## src/rtl/btn_evt_pkg.sv

```systemverilog
// Shared event codes, per-button FSM state encoding and a small sizing helper
// for the button event controller.
package btn_evt_pkg;

    localparam logic [1:0] EV_PRESS   = 2'd0;
    localparam logic [1:0] EV_RELEASE = 2'd1;
    localparam logic [1:0] EV_LONG    = 2'd2;
    localparam logic [1:0] EV_REPEAT  = 2'd3;

    typedef enum logic [1:0] {
        ST_IDLE = 2'd0,
        ST_HELD = 2'd1,
        ST_LONG = 2'd2
    } btn_state_e;

    function automatic int unsigned max_u(input int unsigned a, input int unsigned b);
        return (a > b) ? a : b;
    endfunction

endpackage

```

## src/rtl/btn_fsm.sv

```systemverilog
// Per-button edge detect, press/hold classifier and single-entry pending slot.
// Auto-repeat in the LONG state is built only when BTN_REPEAT_EN is defined.
module btn_fsm #(
    parameter int unsigned LONG_T   = 500,
    parameter int unsigned REPEAT_T = 100
) (
    input  logic       clk,
    input  logic       rst_n,
    input  logic       btn,
    input  logic       tick,
    input  logic       grant,
    output logic       pend,
    output logic [1:0] code,
    output logic       ovf
);
    import btn_evt_pkg::*;

    localparam int unsigned CNT_W = $clog2(max_u(LONG_T, REPEAT_T));

    logic             btn_prev;
    btn_state_e       state;
    btn_state_e       state_nxt;
    logic [CNT_W-1:0] hold_cnt;
    logic [CNT_W-1:0] cnt_nxt;
    logic             rise;
    logic             fall;
    logic             emit;
    logic [1:0]       emit_code;

    assign rise = btn & ~btn_prev;
    assign fall = ~btn & btn_prev;

    // Release takes priority over any hold threshold reached in the same cycle.
    always_comb begin
        state_nxt = state;
        cnt_nxt   = hold_cnt;
        emit      = 1'b0;
        emit_code = EV_PRESS;
        case (state)
            ST_IDLE: begin
                if (rise) begin
                    emit      = 1'b1;
                    emit_code = EV_PRESS;
                    cnt_nxt   = '0;
                    state_nxt = ST_HELD;
                end
            end
            ST_HELD: begin
                if (fall) begin
                    emit      = 1'b1;
                    emit_code = EV_RELEASE;
                    state_nxt = ST_IDLE;
                end else if (tick) begin
                    if (hold_cnt == CNT_W'(LONG_T - 1)) begin
                        emit      = 1'b1;
                        emit_code = EV_LONG;
                        cnt_nxt   = '0;
                        state_nxt = ST_LONG;
                    end else begin
                        cnt_nxt = hold_cnt + CNT_W'(1);
                    end
                end
            end
            ST_LONG: begin
                if (fall) begin
                    emit      = 1'b1;
                    emit_code = EV_RELEASE;
                    state_nxt = ST_IDLE;
                end
`ifdef BTN_REPEAT_EN
                else if (tick) begin
                    if (hold_cnt == CNT_W'(REPEAT_T - 1)) begin
                        emit      = 1'b1;
                        emit_code = EV_REPEAT;
                        cnt_nxt   = '0;
                    end else begin
                        cnt_nxt = hold_cnt + CNT_W'(1);
                    end
                end
`endif
            end
            default: state_nxt = ST_IDLE;
        endcase
    end

    // A new event landing on an ungranted full slot replaces the older one.
    assign ovf = emit & pend & ~grant;

    always_ff @(posedge clk or negedge rst_n) begin
        if (!rst_n) begin
            btn_prev <= 1'b0;
            state    <= ST_IDLE;
            hold_cnt <= '0;
            pend     <= 1'b0;
            code     <= EV_PRESS;
        end else begin
            btn_prev <= btn;
            state    <= state_nxt;
            hold_cnt <= cnt_nxt;
            if (emit) begin
                pend <= 1'b1;
                code <= emit_code;
            end else if (grant) begin
                pend <= 1'b0;
            end
        end
    end

endmodule

```

## src/rtl/btn_event_ctrl.sv

```systemverilog
// Button event controller: shared tick prescaler, per-button classifiers and a
// round-robin arbiter onto one valid/ready event port. Option: BTN_REPEAT_EN.
module btn_event_ctrl #(
    parameter int unsigned N_BTN    = 4,
    parameter int unsigned TICK_DIV = 12000,
    parameter int unsigned LONG_T   = 500,
    parameter int unsigned REPEAT_T = 100
) (
    input  logic                     clk,
    input  logic                     rst_n,
    input  logic [N_BTN-1:0]         btn_st,
    output logic                     ev_valid,
    input  logic                     ev_ready,
    output logic [$clog2(N_BTN)-1:0] ev_btn,
    output logic [1:0]               ev_code,
    output logic                     ev_ovf
);
    import btn_evt_pkg::*;

    localparam int unsigned BTN_W = $clog2(N_BTN);
    localparam int unsigned PRE_W = $clog2(TICK_DIV);

    logic [PRE_W-1:0] presc;
    logic             tick_c;
    logic [BTN_W-1:0] rr_ptr;
    logic [N_BTN-1:0] pend_vec;
    logic [N_BTN-1:0] ovf_vec;
    logic [N_BTN-1:0] grant_vec;
    logic [1:0]       code_vec [N_BTN];
    logic             out_free_c;
    logic             found_c;
    logic [BTN_W-1:0] sel_c;
    int unsigned      idx;

    assign tick_c = (presc == PRE_W'(TICK_DIV - 1));

    always_ff @(posedge clk or negedge rst_n) begin
        if (!rst_n) begin
            presc <= '0;
        end else if (tick_c) begin
            presc <= '0;
        end else begin
            presc <= presc + PRE_W'(1);
        end
    end

    for (genvar i = 0; i < int'(N_BTN); i++) begin : g_btn
        btn_fsm #(
            .LONG_T   (LONG_T),
            .REPEAT_T (REPEAT_T)
        ) u_fsm (
            .clk   (clk),
            .rst_n (rst_n),
            .btn   (btn_st[i]),
            .tick  (tick_c),
            .grant (grant_vec[i]),
            .pend  (pend_vec[i]),
            .code  (code_vec[i]),
            .ovf   (ovf_vec[i])
        );
    end

    // Circular search for the first pending slot starting at rr_ptr.
    always_comb begin
        out_free_c = ~ev_valid | ev_ready;
        found_c    = 1'b0;
        sel_c      = '0;
        idx        = 0;
        grant_vec  = '0;
        for (int unsigned k = 0; k < N_BTN; k++) begin
            idx = 32'(rr_ptr) + k;
            if (idx >= N_BTN) begin
                idx = idx - N_BTN;
            end
            if (!found_c && pend_vec[BTN_W'(idx)]) begin
                found_c = 1'b1;
                sel_c   = BTN_W'(idx);
            end
        end
        if (out_free_c && found_c) begin
            grant_vec[sel_c] = 1'b1;
        end
    end

    always_ff @(posedge clk or negedge rst_n) begin
        if (!rst_n) begin
            ev_valid <= 1'b0;
            ev_btn   <= '0;
            ev_code  <= EV_PRESS;
            ev_ovf   <= 1'b0;
            rr_ptr   <= '0;
        end else begin
            ev_ovf <= |ovf_vec;
            if (out_free_c) begin
                if (found_c) begin
                    ev_valid <= 1'b1;
                    ev_btn   <= sel_c;
                    ev_code  <= code_vec[sel_c];
                    rr_ptr   <= (sel_c == BTN_W'(N_BTN - 1)) ? '0 : sel_c + BTN_W'(1);
                end else begin
                    ev_valid <= 1'b0;
                end
            end
        end
    end

endmodule
```

## config.mk

```make
export PLATFORM = sky130hd
export DESIGN_NAME = btn_event_ctrl
export DESIGN_NICKNAME = d
export VERILOG_FILES = /design/src/rtl/btn_evt_pkg.sv /design/src/rtl/btn_fsm.sv /design/src/rtl/btn_event_ctrl.sv
export SDC_FILE = /design/constraint.sdc
export NUM_CORES = 1
export LEC_CHECK = 0
export BUFFER_PORTS_ARGS = -buffer_cell sky130_fd_sc_hd__buf_2
export CORE_MARGIN = 8
export CORE_UTILIZATION = 57
export DETAILED_ROUTE_END_ITERATION = 10
export PLACE_DENSITY_LB_ADDON = 0.3
export SYNTH_ARGS = -nofsm -noshare
export SYNTH_HDL_FRONTEND = slang
export SYNTH_SLANG_ARGS = --single-unit
```

## constraint.sdc

```tcl
create_clock -name clk -period 2 [get_ports clk]
set_input_delay 0.4 -clock clk [delete_from_list [all_inputs] [get_ports clk]]
set_output_delay 0.4 -clock clk [all_outputs]
set_load 0.1 [all_outputs]
```

==> flow_summary.toml <==
[timing]
max_freq_mhz = 437
worst_slew_pin_slew_ns = 0.542
fin_ws_ns = -0.290
hold_viol = 0
rsz0062_at_grt = "yes"
period_needed_ns = 2.29
finalSetupViolCount = 56
fin_worst_skew_ns = 0.00973
slew_viol_final = 0
slew_headroom_pct = 63.7
min_period_over_period_pct = 114

[global_route]
grt_max_degree = 50
grt_antenna_before_repair = 0
grt_usage_pct = 19.5
grt_pass1_vias = 4046
grt_pass1_wl_um = 18400
grt_remaining_overflow = 0

[cts]
cts_max_level = 3
clkSinkCount = 82
clk_latency_ns = 0.36
cts_tree = "built"
cts-buffers-inserted = 9
cts-root-buf = "clkbuf_8"
clk_pin_slew_ns = 0.08
clk_path_buf_depth = 2

[final_layout]
final_nets = 627
layout_common_cells = "dfrtp_1 (82), buf_4 (52), nor2_1 (45), nand2_1 (34), buf_6 (29)"
diodes = 0
drive_above_1_share_pct = 34.0
layout_commonest_cell = "dfrtp_1"
syn2layout_area_growth_pct = 32.5
fillers = 541

[synthesis]
ys_warn_count = 0
synthCells = 501
async_flop_share_pct = 100
yosysSeqAreaShare_pct = 43.7
ys_types = 64
syn_nets = 533
synth_edf_count = 0
synth.avg_cell_area_um2 = 9.38
synth_top_area_share_pct = 43.7
synth_ff_type = "dfrtp_1"
synth_area_leaders = "dfrtp_1 (44%), ha_1 (6.7%), nor2_1 (3.9%)"
yosys.area.top_type = "dfrtp_1"
syn-cell-area_um2 = 4700
ys_seq_elements = 82

[place]
io_buffer_count = 12
dp_hpwl_um = 7520
gp_congestion = 0.907
pre_cts_ws_ns = -0.197

[detailed_routing]
drt_iter0_markers = 320
antenna_left = 0
drc_errors = 0
routedWlPerCell_um = 17.8
viasPerCell = 6.20
totalWireLength_um = 12600
route.vias.total = 4372
first_pass_iters = 5

[setup_path]
r2r_start = "presc[5]"
cp_num_cells = 6
cpLargestDelayFamily = "simple AND/OR/NAND/NOR gates"
start_kind = "flip-flop"
crit_type = "flip-flop to flip-flop"
path_common_cell = "or4b_4"
crit_required_ns = 2.29
crit_path_top_delay_cell = "or4b_4"
r2r.worst_path.cells = 6
crit_start = "presc[5]"
end_kind = "flip-flop"
critPathBufInv = 1
crit_path_max_incr_delay_ns = 0.56
crit_chain = "or4b_4 -> nor4_4 -> a21boi_2 -> buf_4 -> or4b_4 -> a21oi_2"
cp.arrival_ns = 2.58
critPathMaxFanout = 5

[floorplanning]
num_io_pins = 13
die_area_um2 = 11400
die_y_um = 107
rows = 33
die_w_um = 107
start_util_pct = 58.0
fp.coreArea_um2 = 8090

[min_path]
hold_depth = 1
hp-class = "primary input to flip-flop"
min_from = "btn_st[2]"

[power_and_ir_drop]
p_leak_uw = 0.00273
vdd_drop_max_mv = 1.34
p_total_uw = 6590
power_density_nw_per_um2 = 1060

[run]
maxCapViolCount = 0

[outcome]
status = "complete, but fails checks"
violations = "setup timing"
-- final cells by class --
class	count	area, um^2	share of cell area (%)
clock buffer	10	128	2.05
clock inverter	6	57.6	0.925
sequential	82	2050	33.0
tap	105	131	2.11
inverter	26	97.6	1.57
multi-input combinational	382	2960	47.5
timing repair buffer	94	802	12.9
-- state kept, by name, indices dropped and copies added, names as in the netlist --
name,flops
rr_ptr,2
ev_valid,1
ev_btn,2
g_btn.u_fsm.btn_prev,4
ev_code,2
g_btn.u_fsm.pend,4
g_btn.u_fsm.state,8
presc,14
g_btn.u_fsm.hold_cnt,36
ev_ovf,1
g_btn.u_fsm.code,8
-- cell families (layout without fill, tap and decap cells) --
group	Yosys count	after routing	synth area share [%]
XOR/XNOR	12	12	2.24
AND/OR/NAND/NOR	208	208	24.2
multiplexers	13	13	2.93
buffers and inverters	37	136	3.28
AO/OA/AOI/OAI	124	124	17.0
adder cells (fa/ha/maj)	25	25	6.66
flip-flops	82	82	43.7
-- metal layers --
metal  share of wire, %  wire, um  GRT usage [%]  vias up
li1                   -         -              -     2024
met1                 41      5170           25.0     2165
met2                 52      6500           32.3      148
met3                4.2       532           4.02       35
met4                2.9       368           6.43        0
met5                  0         0              0        -
-- report_power, final --
| part | leakage, uW | switching [uW] | internal, uW |
|---|---|---|---|
| Combinational | 0.00156 | 1990 | 1310 |
| Sequential | 0.00108 | 219 | 1880 |
| Clock | 0.0000958 | 619 | 569 |
-- per-stage QoR --
stage          utilization (%)  instances  cell area, um^2  hold slack [ns]  TNS (ns)
3_5_place_dp              65.4        662             5290            0.224     -3.86
4_1_cts                   70.4        689             5700            0.172     -3.65
2_1_floorplan                -        501             4740            0.104     -1.37
5_1_grt                   76.9        705             6220            0.174    -13.66
3_3_place_gp              65.4        662             5290            0.223     -2.58
6_report                  76.9        705             6220            0.184     -8.81
-- final timing paths --
path	end	slack, ns
setup / recovery	g_btn[0].u_fsm.hold_cnt[7]	-0.29
hold / removal	g_btn[2].u_fsm.btn_prev	0.18
setup reg to reg	g_btn[0].u_fsm.hold_cnt[7]	-0.29
hold reg to reg	g_btn[1].u_fsm.code[0]	0.50
max in group asynchronous	g_btn[2].u_fsm.hold_cnt[3]	1.06
min in group asynchronous	g_btn[1].u_fsm.hold_cnt[1]	0.39
-- synth_stat cells (all sizes together), types with 10 or more instances --
library cell and count:
a31oi 11, o31ai 12, o21ai 36, dfrtp 82, ha 25, a21oi 25
nand4 13, nor2 49, and3 10, nand3 29, nand2b 11, inv 26
nand2 41
-- timing repair --
action,CTS,global route
pin swaps,4,27
hold buffers,1,0
endpoints found under the setup margin,40,58
buffers inserted,9,18
hold endpoints to repair,5,0
gates cloned,1,0
resized for setup,34,103
Note: power is estimated with default switching activity, not from simulation.
